===== config.mk =====
export PLATFORM = sky130hd
export DESIGN_NAME = load_queue_flat
export DESIGN_NICKNAME = d
export VERILOG_FILES = /design/src/rtl/load_queue_if.sv /design/src/rtl/load_queue.sv /design/src/flat_wrapper.sv
export SDC_FILE = /design/constraint.sdc
export NUM_CORES = 1
export LEC_CHECK = 0
export ABC_AREA = 1
export ABC_CLOCK_PERIOD_IN_PS = 2100
export CAP_MARGIN = 20
export CELL_PAD_IN_SITES_DETAIL_PLACEMENT = 0
export CELL_PAD_IN_SITES_GLOBAL_PLACEMENT = 1
export CORE_UTILIZATION = 36
export CTS_CLUSTER_SIZE = 25
export DETAILED_ROUTE_END_ITERATION = 10
export GPL_TIMING_DRIVEN = 0
export PLACE_DENSITY = 0.82
export SLEW_MARGIN = 25
export SYNTH_ARGS = -nofsm -noshare
export SYNTH_HDL_FRONTEND = slang
export SYNTH_SLANG_ARGS = --single-unit
export TNS_END_PERCENT = 100

===== constraint.sdc =====
create_clock -name clk_in -period 2.1 [get_ports clk_in]
set_input_delay 0.315 -clock clk_in [delete_from_list [all_inputs] [get_ports clk_in]]
set_output_delay 0.315 -clock clk_in [all_outputs]
set_load 0.005 [all_outputs]

===== src/rtl/load_queue_if.sv =====
`default_nettype none
// +--------------------------------------------------------------------+
// | load_queue_if : allocate / ROB-permission / issue bundle of the     |
// |                 age-ordered load queue                              |
// | Revision 1.0                                                        |
// +--------------------------------------------------------------------+
interface load_queue_if #(
  parameter int DEPTH    = 4,
  parameter int XLEN     = 32,
  parameter int ROB_IX_W = 3
);
  localparam int c_CNT_W = $clog2(DEPTH + 1);

  logic                       flush_in;
  logic                       valid_input_in;
  logic [XLEN-1:0]            dest_in;
  logic [ROB_IX_W-1:0]        rob_ix_in;
  logic [2:0]                 funct3_in;
  logic                       ready_out;
  logic [DEPTH-1:0]           can_load_in;
  logic [DEPTH*XLEN-1:0]      lb_dest_out;
  logic [DEPTH*ROB_IX_W-1:0]  lb_rob_ix_out;
  logic [DEPTH-1:0]           lb_occupied_out;
  logic [c_CNT_W-1:0]         count_out;
  logic [XLEN-1:0]            dest_out;
  logic [ROB_IX_W-1:0]        rob_ix_out;
  logic [2:0]                 funct3_out;
  logic                       valid_out;
  logic                       read_in;

  modport master (
    output flush_in, valid_input_in, dest_in, rob_ix_in, funct3_in,
           can_load_in, read_in,
    input  ready_out, lb_dest_out, lb_rob_ix_out, lb_occupied_out,
           count_out, dest_out, rob_ix_out, funct3_out, valid_out
  );

  modport slave (
    input  flush_in, valid_input_in, dest_in, rob_ix_in, funct3_in,
           can_load_in, read_in,
    output ready_out, lb_dest_out, lb_rob_ix_out, lb_occupied_out,
           count_out, dest_out, rob_ix_out, funct3_out, valid_out
  );
endinterface
`default_nettype wire


===== src/rtl/load_queue.sv =====
`default_nettype none
// +--------------------------------------------------------------------+
// | load_queue : parametrised age-ordered load buffer feeding a         |
// |              registered valid/read issue stage                      |
// | Revision 1.0                                                        |
// +--------------------------------------------------------------------+
module load_queue #(
  parameter int DEPTH    = 4,
  parameter int XLEN     = 32,
  parameter int ROB_IX_W = 3
) (
  input  wire logic   clk_in,
  input  wire logic   rst_n_in,
  load_queue_if.slave lq
);
  localparam int                 c_IX_W  = $clog2(DEPTH);
  localparam int                 c_CNT_W = $clog2(DEPTH + 1);
  localparam logic [c_CNT_W-1:0] c_ONE   = c_CNT_W'(1);

  logic [DEPTH-1:0]                r_occupied;
  logic [DEPTH-1:0][XLEN-1:0]      r_dest;
  logic [DEPTH-1:0][ROB_IX_W-1:0]  r_rob_ix;
  logic [DEPTH-1:0][2:0]           r_funct3;
  // r_older[i][j] is set when slot j was allocated before slot i
  logic [DEPTH-1:0][DEPTH-1:0]     r_older;
  logic [c_CNT_W-1:0]              r_count;
  logic [XLEN-1:0]                 r_dest_out;
  logic [ROB_IX_W-1:0]             r_rob_ix_out;
  logic [2:0]                      r_funct3_out;
  logic                            r_valid_out;

  logic [DEPTH-1:0]                w_eligible;
  logic [DEPTH-1:0]                w_occ_next;
  logic                            w_alloc;
  logic                            w_fire;
  logic [c_IX_W-1:0]               w_alloc_ix;
  logic [c_IX_W-1:0]               w_issue_ix;

  always_comb begin
    w_eligible = r_occupied & lq.can_load_in;
    w_alloc    = lq.valid_input_in && !(&r_occupied);
    w_alloc_ix = '0;
    for (int i = DEPTH - 1; i >= 0; i--) begin
      if (!r_occupied[i]) w_alloc_ix = c_IX_W'(i);
    end
    // The oldest eligible slot is the only eligible one with no eligible elder
    w_issue_ix = '0;
    for (int i = 0; i < DEPTH; i++) begin
      if (w_eligible[i] && ((w_eligible & r_older[i]) == '0)) w_issue_ix = c_IX_W'(i);
    end
    w_fire     = (!r_valid_out || lq.read_in) && (|w_eligible);
    w_occ_next = r_occupied;
    if (w_alloc) w_occ_next[w_alloc_ix] = 1'b1;
    if (w_fire)  w_occ_next[w_issue_ix] = 1'b0;
  end

  always_ff @(posedge clk_in or negedge rst_n_in) begin
    if (!rst_n_in) begin
      r_occupied   <= '0;
      r_dest       <= '0;
      r_rob_ix     <= '0;
      r_funct3     <= '0;
      r_older      <= '0;
      r_count      <= '0;
      r_dest_out   <= '0;
      r_rob_ix_out <= '0;
      r_funct3_out <= '0;
      r_valid_out  <= 1'b0;
    end else if (lq.flush_in) begin
      r_occupied  <= '0;
      r_count     <= '0;
      r_valid_out <= 1'b0;
    end else begin
      r_occupied <= w_occ_next;

      if (w_alloc) begin
        r_dest[w_alloc_ix]   <= lq.dest_in;
        r_rob_ix[w_alloc_ix] <= lq.rob_ix_in;
        r_funct3[w_alloc_ix] <= lq.funct3_in;
        // New entry is younger than every current occupant; stale bits of a reused slot are wiped
        for (int i = 0; i < DEPTH; i++) begin
          r_older[i][w_alloc_ix] <= 1'b0;
        end
        r_older[w_alloc_ix] <= r_occupied;
      end

      if (w_alloc && !w_fire) begin
        r_count <= r_count + c_ONE;
      end else if (w_fire && !w_alloc) begin
        r_count <= r_count - c_ONE;
      end

      if (w_fire) begin
        r_dest_out   <= r_dest[w_issue_ix];
        r_rob_ix_out <= r_rob_ix[w_issue_ix];
        r_funct3_out <= r_funct3[w_issue_ix];
        r_valid_out  <= 1'b1;
      end else if (lq.read_in) begin
        r_valid_out  <= 1'b0;
      end
    end
  end

  assign lq.ready_out       = ~(&r_occupied);
  assign lq.lb_dest_out     = r_dest;
  assign lq.lb_rob_ix_out   = r_rob_ix;
  assign lq.lb_occupied_out = r_occupied;
  assign lq.count_out       = r_count;
  assign lq.dest_out        = r_dest_out;
  assign lq.rob_ix_out      = r_rob_ix_out;
  assign lq.funct3_out      = r_funct3_out;
  assign lq.valid_out       = r_valid_out;

endmodule
`default_nettype wire


===== src/flat_wrapper.sv =====
// flat-port wrapper written by rule: the top's interface ports become plain ports
module load_queue_flat 
#(
  parameter int DEPTH    = 4,
  parameter int XLEN     = 32,
  parameter int ROB_IX_W = 3
)
  (clk_in, rst_n_in, lq_flush_in, lq_valid_input_in, lq_dest_in, lq_rob_ix_in, lq_funct3_in, lq_can_load_in, lq_read_in, lq_ready_out, lq_lb_dest_out, lq_lb_rob_ix_out, lq_lb_occupied_out, lq_count_out, lq_dest_out, lq_rob_ix_out, lq_funct3_out, lq_valid_out);
  load_queue_if #(.DEPTH(DEPTH), .XLEN(XLEN), .ROB_IX_W(ROB_IX_W)) lq_i ();
  input  wire logic clk_in;
  input  wire logic rst_n_in;
  input wire logic [$bits(lq_i.flush_in)-1:0] lq_flush_in;
  input wire logic [$bits(lq_i.valid_input_in)-1:0] lq_valid_input_in;
  input wire logic [$bits(lq_i.dest_in)-1:0] lq_dest_in;
  input wire logic [$bits(lq_i.rob_ix_in)-1:0] lq_rob_ix_in;
  input wire logic [$bits(lq_i.funct3_in)-1:0] lq_funct3_in;
  input wire logic [$bits(lq_i.can_load_in)-1:0] lq_can_load_in;
  input wire logic [$bits(lq_i.read_in)-1:0] lq_read_in;
  output wire logic [$bits(lq_i.ready_out)-1:0] lq_ready_out;
  output wire logic [$bits(lq_i.lb_dest_out)-1:0] lq_lb_dest_out;
  output wire logic [$bits(lq_i.lb_rob_ix_out)-1:0] lq_lb_rob_ix_out;
  output wire logic [$bits(lq_i.lb_occupied_out)-1:0] lq_lb_occupied_out;
  output wire logic [$bits(lq_i.count_out)-1:0] lq_count_out;
  output wire logic [$bits(lq_i.dest_out)-1:0] lq_dest_out;
  output wire logic [$bits(lq_i.rob_ix_out)-1:0] lq_rob_ix_out;
  output wire logic [$bits(lq_i.funct3_out)-1:0] lq_funct3_out;
  output wire logic [$bits(lq_i.valid_out)-1:0] lq_valid_out;
  assign lq_i.flush_in = lq_flush_in;
  assign lq_i.valid_input_in = lq_valid_input_in;
  assign lq_i.dest_in = lq_dest_in;
  assign lq_i.rob_ix_in = lq_rob_ix_in;
  assign lq_i.funct3_in = lq_funct3_in;
  assign lq_i.can_load_in = lq_can_load_in;
  assign lq_i.read_in = lq_read_in;
  assign lq_ready_out = lq_i.ready_out;
  assign lq_lb_dest_out = lq_i.lb_dest_out;
  assign lq_lb_rob_ix_out = lq_i.lb_rob_ix_out;
  assign lq_lb_occupied_out = lq_i.lb_occupied_out;
  assign lq_count_out = lq_i.count_out;
  assign lq_dest_out = lq_i.dest_out;
  assign lq_rob_ix_out = lq_i.rob_ix_out;
  assign lq_funct3_out = lq_i.funct3_out;
  assign lq_valid_out = lq_i.valid_out;
  load_queue #(.DEPTH(DEPTH), .XLEN(XLEN), .ROB_IX_W(ROB_IX_W)) u_core (.clk_in(clk_in), .rst_n_in(rst_n_in), .lq(lq_i));
endmodule

==> reports/metrics.cfg, run 1 <==
[detailed_routing]
dr_wl_met3_mm = 2.277
drt-met1-wl_mm = 14.90
finalWirelength_mm = 33.77
vias = 9297
drtIter0Drc = 655
met2_length_mm = 15.91
routedWlPerCell_um = 17.68
dr.max_layer_used = met4
vias_per_cell = 4.868
drtAntennaViolNets = 0
drc = 0
drtPass1Iterations = 5

[power]
p_seq_share_pct = 42.2
powerDensity_nw_per_um2 = 954.9
pwr-share-comb_pct = 25.5
peakVddDrop_uv = 482.3
p_leak_uw = 0.006822
p_int_uw = 9256
p_total_uw = 12980
p_sw_share_pct = 28.70
clockPowerShare_pct = 32.3
p_sw_uw = 3725

[setup_path]
crit_end = lq_ready_out
arrival_ns = 1.73
reg2reg_depth = 6
crit_type = flip-flop to output port
crit_fanout = 7
reg2reg_slack_ns = 0.09
critPathCaptureType = output port
crit_start = u_core.lq.lb_occupied_out[2]
cp-start-kind = flip-flop
crit_required_ns = 1.78
rr_endpoint = u_core.lq.lb_dest_out[7]
regToRegStartpoint = u_core.lq.lb_occupied_out[2]

[die]
die-area_um2 = 28180
rows = 60
core_um2 = 26950
io_pins = 234
die_w_um = 167.9
die_h_um = 167.9
start_util_pct = 36.75

[clocking]
cts_buffer_depth = 3
cts_made_buffers = 24
clkSinkCount = 210
cts_tree = done
path_clk_slew_ns = 0.06
cts_root_buf = clkbuf_16
htree_levels = 1
clk_latency_ns = 0.53

[synth]
syn-num-nets = 1333
postSynthCellCount = 1285
synth_area_um2 = 9906
ys_seq_elements = 210
synthFlopType = dfrtp_1
yosysSeqAreaShare_pct = 53.05
yosysWarnings = 0
synth_top_cell_by_area = dfrtp_1
async_flop_share_pct = 100.0
synth-edff-count = 0
syn_avg_cell_area_um2 = 7.709
synth_cell_type_count = 27
yosysMostFrequentCell = nand2_1
synth_top_area_share_pct = 53.05
yosys-top-cells-count = nand2_1 (448), dfrtp_1 (210), inv_1 (134)
synth_area_leaders = dfrtp_1 (53%), nand2_1 (17%), o21ai_0 (5.5%)

[hold_path]
hold_class = primary input to asynchronous set/reset pin

[timing]
fmax_ghz = 0.4893
hold_viol = 0
setup_viol = 0
rsz0062_at_grt = false
finalCritPeriodShare_pct = 97.32
whs_ns = 0.2452
worst_slew_pin_slew_ns = 0.7140
fin_crit_ns = 2.044
slew-limit-headroom_pct = 52.40
fin_ws_ns = 0.05630
drv_slew = 0
finClkSkew_ns = 0.01689

[layout]
layout-drive-gt1-share_pct = 8.349
fill_cells = 2617
final_nets = 1599
final_util_pct = 50.44
multi_input_area_um2 = 3699
n_antenna_cell = 0
area_growth_pct = 37.24
ff_latch_area_um2 = 5259
layout.cells.non_filler = 1910

[global_route]
grtUsageTotal_pct = 24.01
grt_pass1_wl_mm = 52.19
antenna_found_initial = 0
grt_overflow = 0
first_global_vias = 9154
grt_max_degree = 92

[placement]
dp.cells = 1860
portBuffers = 232
globalplace.congestion = 0.9316
dp.final_hpwl_mm = 22.93
preCtsSetupSlack_ns = -0.4609

[outcome]
status = finished, final reports clean

[run]
drv_cap = 0

-- critical path, cell delays in order (launching register included) --
cell and delay (ns):
dfrtp_2 0.47, nand2_1 0.09, inv_1 0.06, nand3_2 0.07
clkdlybuf4s50_1 0.51
-- metrics by stage --
| stage | cell area (um^2) | setup TNS [ns] |
|---|---|---|
| after detailed placement | 12710 | -11.94 |
| after floorplan | 9906 | 0 |
| after global routing | 13590 | 0 |
| final | 13590 | 0 |
| after CTS | 13530 | 0 |
| after global placement | 12650 | -1760.55 |
-- cell type report --
type,count,share of cell area (%)
clock inverters,8,0.4786
well taps,341,3.139
plain buffers,74,3.488
repair buffers,240,17.87
clock buffers,36,5.347
multi-input cells,864,27.21
flip-flops and latches,210,38.68
inverters,137,3.783
-- layout by cell type (no fill, tap or decap), types with 24 or more instances in the layout --
cell type and n:
clkbuf_16 25, o21ai_0 108, clkbuf_1 24, dfrtp_1 207
nand3_1 53, o21ai_1 55, nor3_1 38, nand2_1 445
inv_1 134, buf_2 24, nor2_1 129, clkdlybuf4s50_1 231
-- sequential cells by signal, summed over array words and instances (netlist names), named ones only --
register,count
u_core.lq.lb_dest_out,128
u_core.lq.rob_ix_out,3
u_core.lq.count_out,3
u_core.r_older,9
u_core.lq.dest_out,32
u_core.lq.valid_out,1
u_core.r_funct3,12
u_core.lq.funct3_out,3
u_core.lq.lb_rob_ix_out,12
u_core.lq.lb_occupied_out,4
-- worst min-delay path by stage --
stage	from	endpoint	cells past startpoint
3_5_place_dp	rst_n_in	u_core.lq.lb_dest_out[26]	1
4_1_cts	rst_n_in	u_core.lq.lb_dest_out[26]	2
3_3_place_gp	flip-flop	flip-flop	2
6_report	rst_n_in	u_core.lq.lb_dest_out[26]	2
2_1_floorplan	rst_n_in	asynchronous set/reset pin	0
5_1_grt	rst_n_in	u_core.lq.lb_dest_out[26]	2
-- what timing repair did --
action | 4_1_cts | 5_1_grt
gates resized for setup | 5 | 13
endpoints found under the setup margin | 18 | 61
hold buffers | 1 | 0
pin swaps | 0 | 2
hold endpoints to repair | 29 | 0
setup buffers | 0 | 5
-- power by group through the flow --
stage	clock network [uW]	logic [uW]	registers (uW)
2_1_floorplan	0	1270	5450
3_3_place_gp	0	3230	5530
3_5_place_dp	0	3300	5530
4_1_cts	4270	3330	5470
5_1_grt	4430	3690	5580
6_report	4190	3310	5480
-- cells by family (layout without fill, tap and decap cells) --
| logic type | count (synthesis) | after routing | share of synthesized area, % |
|---|---|---|---|
| AOI/OAI and AO/OA | 174 | 174 | 8.905 |
| xor gates and xnor gates | 1 | 1 | 0.08843 |
| adders and majority gates | 1 | 1 | 0.2021 |
| buffers and inverters | 211 | 495 | 9.877 |
| DFF | 210 | 210 | 53.05 |
| and+or+nand+nor | 688 | 688 | 27.88 |
-- routing by layer --
metal  vias to the layer above  track usage (%)
met4                         0            6.821
met1                      4400            32.23
li1                       4510                -
met2                       331            40.22
met5                         -                0
met3                        56            3.644
Power figures use the tool's default switching activity.
==> inputs of run 2 (changes only) <==
- CAP_MARGIN: 20 -> not set
- GPL_TIMING_DRIVEN: 0 -> 1
- SKIP_LAST_GASP: not set -> 1
==> run 2 against run 1 <==
Worst setup slack better by 0.021 ns. Non-clock buffer count is 22 lower. Fmax is 1.0% higher. Cell area grew 0.75%. Highest routed layer unchanged.
==> reports/metrics.cfg, run 2 (same netlist as run 1, synthesis figures left out) <==
[timing]
setup_viol = 0  ; unchanged
hold_viol = 0  ; unchanged
drv_slew = 0  ; unchanged
worst_slew_pin_slew_ns = 0.5047  ; -0.2093 ns
whs_ns = 0.3356  ; +0.09031 ns
fin_crit_ns = 2.023  ; -0.02064 ns
slew-limit-headroom_pct = 66.35  ; +14 points
finClkSkew_ns = 0.007106  ; -0.009783 ns
finalCritPeriodShare_pct = 96.34  ; -0.98 points
fmax_ghz = 0.4943  ; +1.0%
tns_ns = 0  ; unchanged

[layout]
final_common_cell = nand2_1
layout.cells.non_filler = 1886  ; -1.3%
largest_register_ff_count = 128  ; unchanged
area_growth_pct = 38.26
fill_cells = 2573  ; -1.7%
n_antenna_cell = 0  ; unchanged
final_nets = 1577  ; -1.4%
fin_area_um2 = 13700  ; +0.75%
layout_common_cells = nand2_1 (446), clkdlybuf4s50_1 (232), dfrtp_1 (208)
layout-drive-gt1-share_pct = 7.896  ; -0.45 points

[clocking]
cts_buffer_depth = 3  ; unchanged
clk_latency_ns = 0.51  ; -0.02 ns
path_clk_slew_ns = 0.06  ; about the same
clkSinkCount = 210  ; unchanged
htree_levels = 1  ; unchanged
cts_made_buffers = 24  ; unchanged
cts_tree = done
cts_root_buf = clkbuf_16

[power]
pwr-share-comb_pct = 25.9  ; +0.4 points
p_seq_share_pct = 42.7  ; +0.5 points
clockPowerShare_pct = 31.4  ; -0.9 points
peakVddDrop_uv = 499.9  ; +3.6%
p_sw_share_pct = 28.45  ; -0.25 points
powerDensity_nw_per_um2 = 937.4  ; -1.8%
p_int_uw = 9186  ; -0.75%
p_total_uw = 12840  ; -1.1%
p_sw_uw = 3652  ; -2.0%
p_leak_uw = 0.006891  ; +1.0%

[setup_path]
crit_chain = nand2_1 -> inv_1 -> nand3_1 -> clkdlybuf4s50_1
reg2reg_depth = 10  ; +4
slowest_delay_ns = 0.52  ; about the same
cp-start-kind = flip-flop
reg2reg_slack_ns = 0.15  ; +0.06 ns
critPathCaptureType = output port
critPathSlowestCell = clkdlybuf4s50_1
crit_fanout = 4  ; -3
arrival_ns = 1.71  ; -0.02 ns
rr_endpoint = u_core.lq.lb_rob_ix_out[2]
crit_required_ns = 1.78  ; about the same
crit_type = flip-flop to output port
regToRegStartpoint = u_core.lq.lb_occupied_out[2]

[detailed_routing]
drtAntennaViolNets = 0  ; unchanged
finalWirelength_mm = 30.84  ; -8.7%
vias = 9084  ; -2.3%
vias_per_cell = 4.817  ; -1.0%
routedWlPerCell_um = 16.35  ; -7.5%
drc = 0  ; unchanged
drtPass1Iterations = 5  ; unchanged
drtIter0Drc = 547  ; -16%

[global_route]
grt_overflow = 0  ; unchanged
grt_pass1_wl_mm = 48.37  ; -7.3%
antenna_found_initial = 0  ; unchanged
grtUsageTotal_pct = 21.89  ; -2.1 points
grt_max_degree = 55  ; -40%
first_global_vias = 8706  ; -4.9%

[placement]
dpl_cell_area_um2 = 12870  ; +1.2%
globalplace.congestion = 0.8139  ; -13%
dp.cells = 1836  ; -1.3%
dp.final_hpwl_mm = 19.99  ; -13%
portBuffers = 233  ; +0.43%

[die]
die_h_um = 167.9  ; unchanged
die-area_um2 = 28180  ; unchanged
start_util_pct = 36.75  ; unchanged
core_um2 = 26950  ; unchanged
io_pins = 234  ; unchanged
die_w_um = 167.9  ; unchanged
rows = 60  ; unchanged

[run]
drv_cap = 0  ; unchanged

[hold_path]
hold_class = primary input to asynchronous set/reset pin

[outcome]
status = finished, final reports clean

## run 2: changes by cell type in the layout (fill, tap and decap cells not counted), moves of 3 or more
cell | before | now
buf_2 | 24 | 0
nand2_2 | 13 | 9
buf_6 | 18 | 0
clkinv_2 | 7 | 4
nand2_4 | 0 | 3
buf_4 | 12 | 39
clkbuf_2 | 4 | 0
buf_12 | 0 | 19
clkbuf_1 | 24 | 6
## run 2: through the flow
step	setup WS (ns)	utilization (%)
2_1_floorplan	0.2065	-
3_3_place_gp	-0.1029	47.74
3_5_place_dp	-0.1208	47.74
4_1_cts	0.007212	50.62
5_1_grt	-0.01995	50.82
6_report	0.07694	50.82
## run 2: final cells by class
class	count	area (um^2)	area share [%]
multi-input combinational	864	3712	27.11
timing repair buffer	292	3020	22.05
inverter	137	514.2	3.755
clock buffer	38	744.5	5.436
sequential	210	5258	38.39
tap	341	426.7	3.115
clock inverter	4	20.02	0.1462
## run 2: timing repair
action                     CTS  global route
resized for setup            1             1
setup endpoints to repair    1             2
hold buffers                 1             0
hold endpoints to repair    49             0
pin swaps                    0             1
setup buffers                0             7
## run 2: power by group through the flow
stage	combinational [uW]	clock [uW]	sequential, uW
after floorplan	1270	0	5450
after global placement	3290	0	5540
after detailed placement	3340	0	5540
after CTS	3370	4160	5480
after global routing	3720	4300	5580
final	3320	4040	5480
## run 2: worst max path at each step
stage                                 startpoint                endpoint  slack, ns  cells after the start
global placement               lq_can_load_in[1]  u_core.lq.count_out[2]      -0.10                     15
CTS                 u_core.lq.lb_occupied_out[3]            lq_ready_out      0.007                      4
global route        u_core.lq.lb_occupied_out[2]  u_core.lq.count_out[2]      -0.02                     14
detailed placement             lq_can_load_in[1]  u_core.lq.count_out[2]      -0.12                     15
floorplan           u_core.lq.lb_occupied_out[3]  u_core.lq.count_out[2]       0.21                     14
finish              u_core.lq.lb_occupied_out[2]            lq_ready_out       0.08                      4
## run 2: worst max-delay path: cells and delay by family, from the launching register on
family | cells | cell delay [ns]
DFF | 1 | 0.43
buffers and inverters | 2 | 0.57
and+or+nand+nor | 2 | 0.18
## run 2: layer usage
layer | routed length [um] | GRT usage [%] | part of all wire, % | vias up
li1 | - | - | - | 4482
met1 | 13480 | 28.62 | 44 | 4250
met2 | 14660 | 37.50 | 48 | 305
met3 | 2028 | 3.926 | 6.6 | 47
met4 | 677 | 5.385 | 2.2 | 0
met5 | 0 | 0 | 0 | -
